<file path="src/rtl/apb_pkg.sv">
// ---------------------------------------------------------------------------
// apb_pkg
//   Shared types and address map for the APB completer register bank.
//   apb_fsm_e     : transfer FSM states (IDLE -> ACCESS -> DONE -> IDLE)
//   ADDR_ID       : byte offset of the read-only ID register
//   ADDR_WAITCFG  : byte offset of the wait-state configuration register
//   ADDR_SCRATCH0 : byte offset of the first byte-strobed scratch register
//   WAITCFG_W     : width of the wait-state count held in WAITCFG
// ---------------------------------------------------------------------------
package apb_pkg;

    typedef enum logic [1:0] {
        IDLE   = 2'd0,
        ACCESS = 2'd1,
        DONE   = 2'd2
    } apb_fsm_e;

    localparam int ADDR_ID       = 0;
    localparam int ADDR_WAITCFG  = 4;
    localparam int ADDR_SCRATCH0 = 8;

    localparam int WAITCFG_W     = 4;

endpackage : apb_pkg

</file>
<file path="src/rtl/apb_regbank.sv">
// ---------------------------------------------------------------------------
// apb_regbank
//   Storage for the completer: read-only ID, WAITCFG and DEPTH-2 scratch
//   words. Provides a combinational address decoder (used at the APB setup
//   cycle), a byte-strobed write port and a read mux addressed by the word
//   index latched by the transfer FSM.
//
//   clk_i        in   clock
//   rst_i        in   asynchronous, active-high reset
//   dec_addr_i   in   byte address to classify (raw paddr)
//   dec_write_i  in   direction of the access being classified
//   dec_err_o    out  1 = misaligned, out of range, or write to ID
//   idx_i        in   word index for read mux and write port
//   we_i         in   commit a write to idx_i on this clock edge
//   wdata_i      in   write data
//   wstrb_i      in   write byte strobes
//   rdata_o      out  contents of register idx_i (0 if idx_i >= DEPTH)
//   waitcfg_o    out  current wait-state count
// ---------------------------------------------------------------------------
module apb_regbank
    import apb_pkg::*;
#(
    parameter int                    ADDR_WIDTH   = 32,
    parameter int                    DATA_WIDTH   = 32,
    parameter int                    DEPTH        = 16,
    parameter logic [DATA_WIDTH-1:0] ID_VALUE     = 32'hA2B0_0001,
    parameter logic [WAITCFG_W-1:0]  WAIT_DEFAULT = 4'd0,
    localparam int                   IDX_W        = $clog2(DEPTH),
    localparam int                   STRB_W       = DATA_WIDTH / 8
) (
    input  logic                  clk_i,
    input  logic                  rst_i,
    input  logic [ADDR_WIDTH-1:0] dec_addr_i,
    input  logic                  dec_write_i,
    output logic                  dec_err_o,
    input  logic [IDX_W-1:0]      idx_i,
    input  logic                  we_i,
    input  logic [DATA_WIDTH-1:0] wdata_i,
    input  logic [STRB_W-1:0]     wstrb_i,
    output logic [DATA_WIDTH-1:0] rdata_o,
    output logic [WAITCFG_W-1:0]  waitcfg_o
);

    localparam logic [IDX_W-1:0] IDX_ID      = IDX_W'(ADDR_ID >> 2);
    localparam logic [IDX_W-1:0] IDX_WAITCFG = IDX_W'(ADDR_WAITCFG >> 2);
    localparam int               FIRST_SCR   = ADDR_SCRATCH0 >> 2;

    logic [WAITCFG_W-1:0]  waitcfg_q;
    logic [DATA_WIDTH-1:0] scratch_q [FIRST_SCR:DEPTH-1];

    // Full-width word address so that any high paddr bit lands out of range.
    logic [ADDR_WIDTH-1:0] word_addr;
    assign word_addr = dec_addr_i >> 2;

    always_comb begin
        dec_err_o = 1'b0;
        if (dec_addr_i[1:0] != 2'b00) begin
            dec_err_o = 1'b1;
        end else if (word_addr >= ADDR_WIDTH'(DEPTH)) begin
            dec_err_o = 1'b1;
        end else if (dec_write_i && (word_addr == ADDR_WIDTH'(ADDR_ID >> 2))) begin
            dec_err_o = 1'b1;
        end
    end

    // Read mux. Indices that are not backed by storage read as zero.
    always_comb begin
        rdata_o = '0;
        if (idx_i == IDX_ID) begin
            rdata_o = ID_VALUE;
        end else if (idx_i == IDX_WAITCFG) begin
            rdata_o = {{(DATA_WIDTH-WAITCFG_W){1'b0}}, waitcfg_q};
        end else if ((int'(idx_i) >= FIRST_SCR) && (int'(idx_i) < DEPTH)) begin
            rdata_o = scratch_q[int'(idx_i)];
        end
    end

    assign waitcfg_o = waitcfg_q;

    // Write port. WAITCFG lives entirely in byte lane 0, so only pstrb[0]
    // gates it; scratch words honour every lane.
    always_ff @(posedge clk_i or posedge rst_i) begin
        if (rst_i) begin
            waitcfg_q <= WAIT_DEFAULT;
            for (int w = FIRST_SCR; w < DEPTH; w++) begin
                scratch_q[w] <= '0;
            end
        end else if (we_i) begin
            if ((idx_i == IDX_WAITCFG) && wstrb_i[0]) begin
                waitcfg_q <= wdata_i[WAITCFG_W-1:0];
            end
            for (int w = FIRST_SCR; w < DEPTH; w++) begin
                for (int b = 0; b < STRB_W; b++) begin
                    if ((idx_i == IDX_W'(w)) && wstrb_i[b]) begin
                        scratch_q[w][8*b +: 8] <= wdata_i[8*b +: 8];
                    end
                end
            end
        end
    end

endmodule : apb_regbank

</file>
<file path="src/rtl/apb_slave_regbank.sv">
// ---------------------------------------------------------------------------
// apb_slave_regbank
//   APB3/APB4 completer with a small register bank and a programmable number
//   of wait states. A setup cycle latches the transfer; ACCESS burns WAITCFG
//   cycles; DONE drives registered pready/pslverr/prdata for one cycle and
//   commits any write on the edge that ends it.
//
//   pclk_i     in   APB clock
//   preset_i   in   asynchronous, active-high reset
//   paddr_i    in   byte address
//   psel_i     in   completer select
//   penable_i  in   access-phase indicator
//   pwrite_i   in   1 = write, 0 = read
//   pwdata_i   in   write data
//   pstrb_i    in   write byte strobes
//   prdata_o   out  read data; 0 unless a completing, error-free read
//   pready_o   out  transfer complete (one cycle, in DONE)
//   pslverr_o  out  error; only ever high together with pready_o
// ---------------------------------------------------------------------------
module apb_slave_regbank
    import apb_pkg::*;
#(
    parameter int                    ADDR_WIDTH   = 32,
    parameter int                    DATA_WIDTH   = 32,
    parameter int                    DEPTH        = 16,
    parameter logic [DATA_WIDTH-1:0] ID_VALUE     = 32'hA2B0_0001,
    parameter logic [WAITCFG_W-1:0]  WAIT_DEFAULT = 4'd0
) (
    input  logic                    pclk_i,
    input  logic                    preset_i,
    input  logic [ADDR_WIDTH-1:0]   paddr_i,
    input  logic                    psel_i,
    input  logic                    penable_i,
    input  logic                    pwrite_i,
    input  logic [DATA_WIDTH-1:0]   pwdata_i,
    input  logic [DATA_WIDTH/8-1:0] pstrb_i,
    output logic [DATA_WIDTH-1:0]   prdata_o,
    output logic                    pready_o,
    output logic                    pslverr_o
);

    localparam int IDX_W  = $clog2(DEPTH);
    localparam int STRB_W = DATA_WIDTH / 8;

    apb_fsm_e              state_q,   state_d;
    logic [WAITCFG_W-1:0]  wait_cnt_q, wait_cnt_d;
    logic [IDX_W-1:0]      idx_q,     idx_d;
    logic                  write_q,   write_d;
    logic [DATA_WIDTH-1:0] wdata_q,   wdata_d;
    logic [STRB_W-1:0]     strb_q,    strb_d;
    logic                  errflag_q, errflag_d;
    logic                  pready_q,  pready_d;
    logic                  pslverr_q, pslverr_d;
    logic [DATA_WIDTH-1:0] prdata_q,  prdata_d;

    logic                  dec_err;
    logic                  commit;
    logic [DATA_WIDTH-1:0] rd_data;
    logic [WAITCFG_W-1:0]  waitcfg;

    apb_regbank #(
        .ADDR_WIDTH   (ADDR_WIDTH),
        .DATA_WIDTH   (DATA_WIDTH),
        .DEPTH        (DEPTH),
        .ID_VALUE     (ID_VALUE),
        .WAIT_DEFAULT (WAIT_DEFAULT)
    ) u_regbank (
        .clk_i       (pclk_i),
        .rst_i       (preset_i),
        .dec_addr_i  (paddr_i),
        .dec_write_i (pwrite_i),
        .dec_err_o   (dec_err),
        .idx_i       (idx_q),
        .we_i        (commit),
        .wdata_i     (wdata_q),
        .wstrb_i     (strb_q),
        .rdata_o     (rd_data),
        .waitcfg_o   (waitcfg)
    );

    always_comb begin
        state_d    = state_q;
        wait_cnt_d = wait_cnt_q;
        idx_d      = idx_q;
        write_d    = write_q;
        wdata_d    = wdata_q;
        strb_d     = strb_q;
        errflag_d  = errflag_q;
        pready_d   = 1'b0;
        pslverr_d  = 1'b0;
        prdata_d   = '0;
        commit     = 1'b0;

        unique case (state_q)
            IDLE: begin
                // Only a genuine setup cycle starts a transfer; a stray
                // penable without a setup is ignored.
                if (psel_i && !penable_i) begin
                    state_d    = ACCESS;
                    idx_d      = paddr_i[IDX_W+1:2];
                    write_d    = pwrite_i;
                    wdata_d    = pwdata_i;
                    strb_d     = pstrb_i;
                    errflag_d  = dec_err;
                    wait_cnt_d = waitcfg;
                end
            end
            ACCESS: begin
                if (!psel_i) begin
                    state_d = IDLE;
                end else if (wait_cnt_q != '0) begin
                    wait_cnt_d = wait_cnt_q - 1'b1;
                end else begin
                    // Outputs are registered, so they are computed on the
                    // edge that enters DONE.
                    state_d   = DONE;
                    pready_d  = 1'b1;
                    pslverr_d = errflag_q;
                    if (!write_q && !errflag_q) begin
                        prdata_d = rd_data;
                    end
                end
            end
            DONE: begin
                // The write lands on the edge that ends DONE; a setup seen
                // here is not taken and the master re-presents it.
                state_d = IDLE;
                commit  = write_q && !errflag_q;
            end
            default: begin
                state_d = IDLE;
            end
        endcase
    end

    always_ff @(posedge pclk_i or posedge preset_i) begin
        if (preset_i) begin
            state_q    <= IDLE;
            wait_cnt_q <= '0;
            idx_q      <= '0;
            write_q    <= 1'b0;
            wdata_q    <= '0;
            strb_q     <= '0;
            errflag_q  <= 1'b0;
            pready_q   <= 1'b0;
            pslverr_q  <= 1'b0;
            prdata_q   <= '0;
        end else begin
            state_q    <= state_d;
            wait_cnt_q <= wait_cnt_d;
            idx_q      <= idx_d;
            write_q    <= write_d;
            wdata_q    <= wdata_d;
            strb_q     <= strb_d;
            errflag_q  <= errflag_d;
            pready_q   <= pready_d;
            pslverr_q  <= pslverr_d;
            prdata_q   <= prdata_d;
        end
    end

    assign pready_o  = pready_q;
    assign pslverr_o = pslverr_q;
    assign prdata_o  = prdata_q;

endmodule : apb_slave_regbank

</file>
<file path="config.mk">
export PLATFORM = sky130hd
export DESIGN_NAME = apb_slave_regbank
export DESIGN_NICKNAME = d
export VERILOG_FILES = /design/src/rtl/apb_pkg.sv /design/src/rtl/apb_regbank.sv /design/src/rtl/apb_slave_regbank.sv
export SDC_FILE = /design/constraint.sdc
export NUM_CORES = 1
export LEC_CHECK = 0
export ABC_CLOCK_PERIOD_IN_PS = 17000
export CAP_MARGIN = 20
export CORE_MARGIN = 5
export CORE_UTILIZATION = 30
export DETAILED_ROUTE_END_ITERATION = 10
export PLACE_DENSITY_LB_ADDON = 0.25
export SETUP_SLACK_MARGIN = 0.15
export SYNTH_ARGS = -nofsm -noshare
export SYNTH_HDL_FRONTEND = slang
export SYNTH_SLANG_ARGS = --single-unit
</file>
<file path="constraint.sdc">
create_clock -name pclk_i -period 17 [get_ports pclk_i]
set_input_delay 1.7 -clock pclk_i [delete_from_list [all_inputs] [get_ports pclk_i]]
set_output_delay 1.7 -clock pclk_i [all_outputs]
set_load 0.05 [all_outputs]
</file>
==> impl_metrics.py <==
metrics = {
    "logic_synthesis": {
        "synth.avg_cell_area_um2": 14.86,
        "yosys.area.top_type": "dfrtp_1",
        "async_reset_ff_share_pct": 100.0,
        "synth_cells": 1598,
        "ys_top_cells_by_area": "dfrtp_1 (56%), mux2_2 (24%), mux4_2 (6.2%)",
        "ys_ff_latch": 534,
        "synth_edf_count": 0,
        "syn_nets": 1673,
        "synth_top_area_share_pct": 56.28,
        "synth_warnings": 0,
        "yosysUniqueCellTypes": 52,
        "syn_area_um2": 23740,
        "synthFlopType": "dfrtp_1",
        "ys_seq_area_share_pct": 56.28,
    },
    "cts": {
        "clock_sinks": 534,
        "cts_setup_buffers": 0,
        "path_clk_slew_ps": 60,
        "hold_buffers": 0,
        "htreeDepth": 2,
        "clk_path_buf_depth": 3,
        "cts_resized": 0,
        "worstSkewPairLatency_ps": 600,
        "cts_made_buffers": 57,
        "cts-root-buf": "clkbuf_16",
        "cts_tree": "done",
    },
    "sta": {
        "min_period_ps": 4788,
        "clock_skew_ps": 11.53,
        "worstMarginPinSlew_ps": 939.2,
        "report.final.slew_viol_count": 0,
        "fin_crit_sh_pct": 28.16,
        "slew_headroom_pct": 37.05,
        "rsz0062_at_grt": "no",
        "finalHoldViolCount": 0,
        "fmax_mhz": 208.9,
        "finalSetupViolations": 0,
        "fin_setup_tns_ps": 0,
    },
    "critical_path": {
        "crit_chain": "clkdlybuf4s50_1 -> inv_8 -> buf_4 -> buf_4 -> buf_4",
        "critPathKind": "in2async",
        "slowest_delay_ps": 840,
        "critPathLaunch": "preset_i",
        "cp.required_ps": 17610,
        "path_max_fanout": 111,
        "worstSetupStartpointType": "primary input",
        "endpoint_kind": "asynchronous set/reset pin",
        "crit_family": "buffers and inverters",
        "regToRegStartpoint": "idx_q[1]$_DFFE_PP0P_",
        "worst-path-buf-inv": 5,
        "cp.arrival_ps": 5400,
        "cp_slowest_cell": "buf_4",
        "cp_common_cell": "buf_4",
    },
    "min_path": {
        "hold_class": "reg2reg",
        "min_from": "u_regbank.scratch_q[361]$_DFFE_PP0P_",
    },
    "routing": {
        "drc": 0,
        "vias": 13712,
        "vias_per_cell": 4.929,
        "avgRoutedWirePerCell_um": 21.73,
        "drtAntennaViolNets": 0,
        "first_pass_iters": 5,
        "routed_wl_um": 60450,
        "drt_iter0_drc": 766,
    },
    "die": {
        "fp.dieW_um": 291.3,
        "core_area_um2": 78740,
        "fp.dieH_um": 291.3,
        "start_util_pct": 30.15,
        "placementRows": 103,
        "die_area_um2": 84870,
        "ioPinCount": 107,
    },
    "pwr": {
        "power_mw": 3.016,
        "p_leak_nw": 13.02,
        "ir_drop_mv": 0.07744,
        "power_density_nw_per_um2": 109.0,
    },
    "final_layout": {
        "drive_gt1_share_pct": 43.01,
        "area_delta_synth_final_pct": 16.57,
        "multi_input_area_um2": 9867,
        "register_area_um2": 13370,
        "n_antenna_cell": 0,
        "fill_cells": 7491,
        "final_common_cell": "dfrtp_1",
        "nets": 1760,
        "final_cell_mix": "dfrtp_1 (530), mux2_2 (498), clkdlybuf4s50_1 (106)",
    },
    "place": {
        "hpwlAfterDp_um": 36860,
        "gp_congestion": 0.7407,
        "io_buffer_count": 106,
    },
    "global_route": {
        "grt_max_degree": 115,
        "antenna_found_initial": 0,
        "grt_first_pass_wirelength_um": 93970,
        "grt-ovfl-total": 0,
        "grt_usage_pct": 14.21,
        "grt_pass1_vias": 14887,
    },
    "flow_run": {
        "max_cap_viol_count": 0,
    },
    "run_status": {
        "status": "finished, final reports clean",
    },
}
## through the flow
| step | cells | area (um2) | hold slack (ps) | setup slack [ps] | utilization (%) |
|---|---|---|---|---|---|
| after floorplan | 1598 | 23740 | 458.9 | 376.4 | - |
| after global placement | 2674 | 25760 | 468.9 | 11350 | 32.72 |
| after detailed placement | 2674 | 25760 | 480.2 | 11210 | 32.72 |
| after CTS | 2780 | 27630 | 493.6 | 11860 | 35.09 |
| after global routing | 2782 | 27680 | 507.9 | 11510 | 35.15 |
| final | 2782 | 27680 | 491.4 | 12210 | 35.15 |
## power breakdown
part           internal, mW  leakage (nW)  switching (mW)
logic                 0.139          4.74           0.199
registers              1.30          7.35           0.139
clock network         0.722         0.930           0.514
## layer usage
layer | GRT usage [%] | up-vias | wire, um
met5 | 0 | - | 0
met4 | 4.095 | 0 | 1458
met3 | 2.419 | 85 | 2313
met2 | 23.52 | 199 | 29580
met1 | 19.34 | 7370 | 27110
li1 | - | 6058 | -
## area by class of cell
class | count | share of cell area [%]
inverters | 6 | 0.1085
multi-input cells | 964 | 35.65
repair buffers | 122 | 4.430
clock buffers | 87 | 6.184
well taps | 1050 | 4.747
flip-flops and latches | 534 | 48.32
clock inverters | 19 | 0.5606
## path summary, 6_finish.rpt
kind	to	slack (ps)	depth (start not counted)
min in group asynchronous	u_regbank.scratch_q[122]$_DFFE_PP0P_	1620	2
max reg2reg	u_regbank.scratch_q[51]$_DFFE_PP0P_	13590	5
min	u_regbank.scratch_q[361]$_DFFE_PP0P_	490	1
min reg2reg	u_regbank.scratch_q[361]$_DFFE_PP0P_	490	1
max	u_regbank.scratch_q[50]$_DFFE_PP0P_	12210	5
max in group pclk_i	prdata_o[23]	13430	1
## cell families (layout without fill, tap and decap cells)
logic type	count (synthesis)	in the layout	synth area share (%)
mux	654	654	33.77
flops	534	534	56.28
simple gates	196	196	4.627
compound gates	112	112	3.009
buf+inv	100	234	2.203
fa+ha+maj	2	2	0.1054
## sequential cells by signal, summed over array words and instances, names as in the netlist, 2 cells and up
signal and flops:
wait_cnt_q 4, state_q 2, strb_q 4, prdata_o 32, idx_q 4, u_regbank.scratch_q 448, u_regbank.waitcfg_o 4, wdata_q 32
## cells in the mapped netlist (6+ instances only)
cell type	instances
a31oi_1	17
mux2_1	29
mux2i_1	62
mux2_2	498
nand2_2	49
a21oi_1	40
inv_1	6
clkbuf_1	39
dfrtp_1	534
buf_4	13
mux4_2	65
buf_6	8
buf_2	31
nor2_2	8
nor2_1	44
o2bb2ai_1	10
nand3_1	6
nor4_1	11
o21ai_0	9
nand2_1	41
a211oi_1	14
Note: power is estimated with default switching activity, not from simulation.
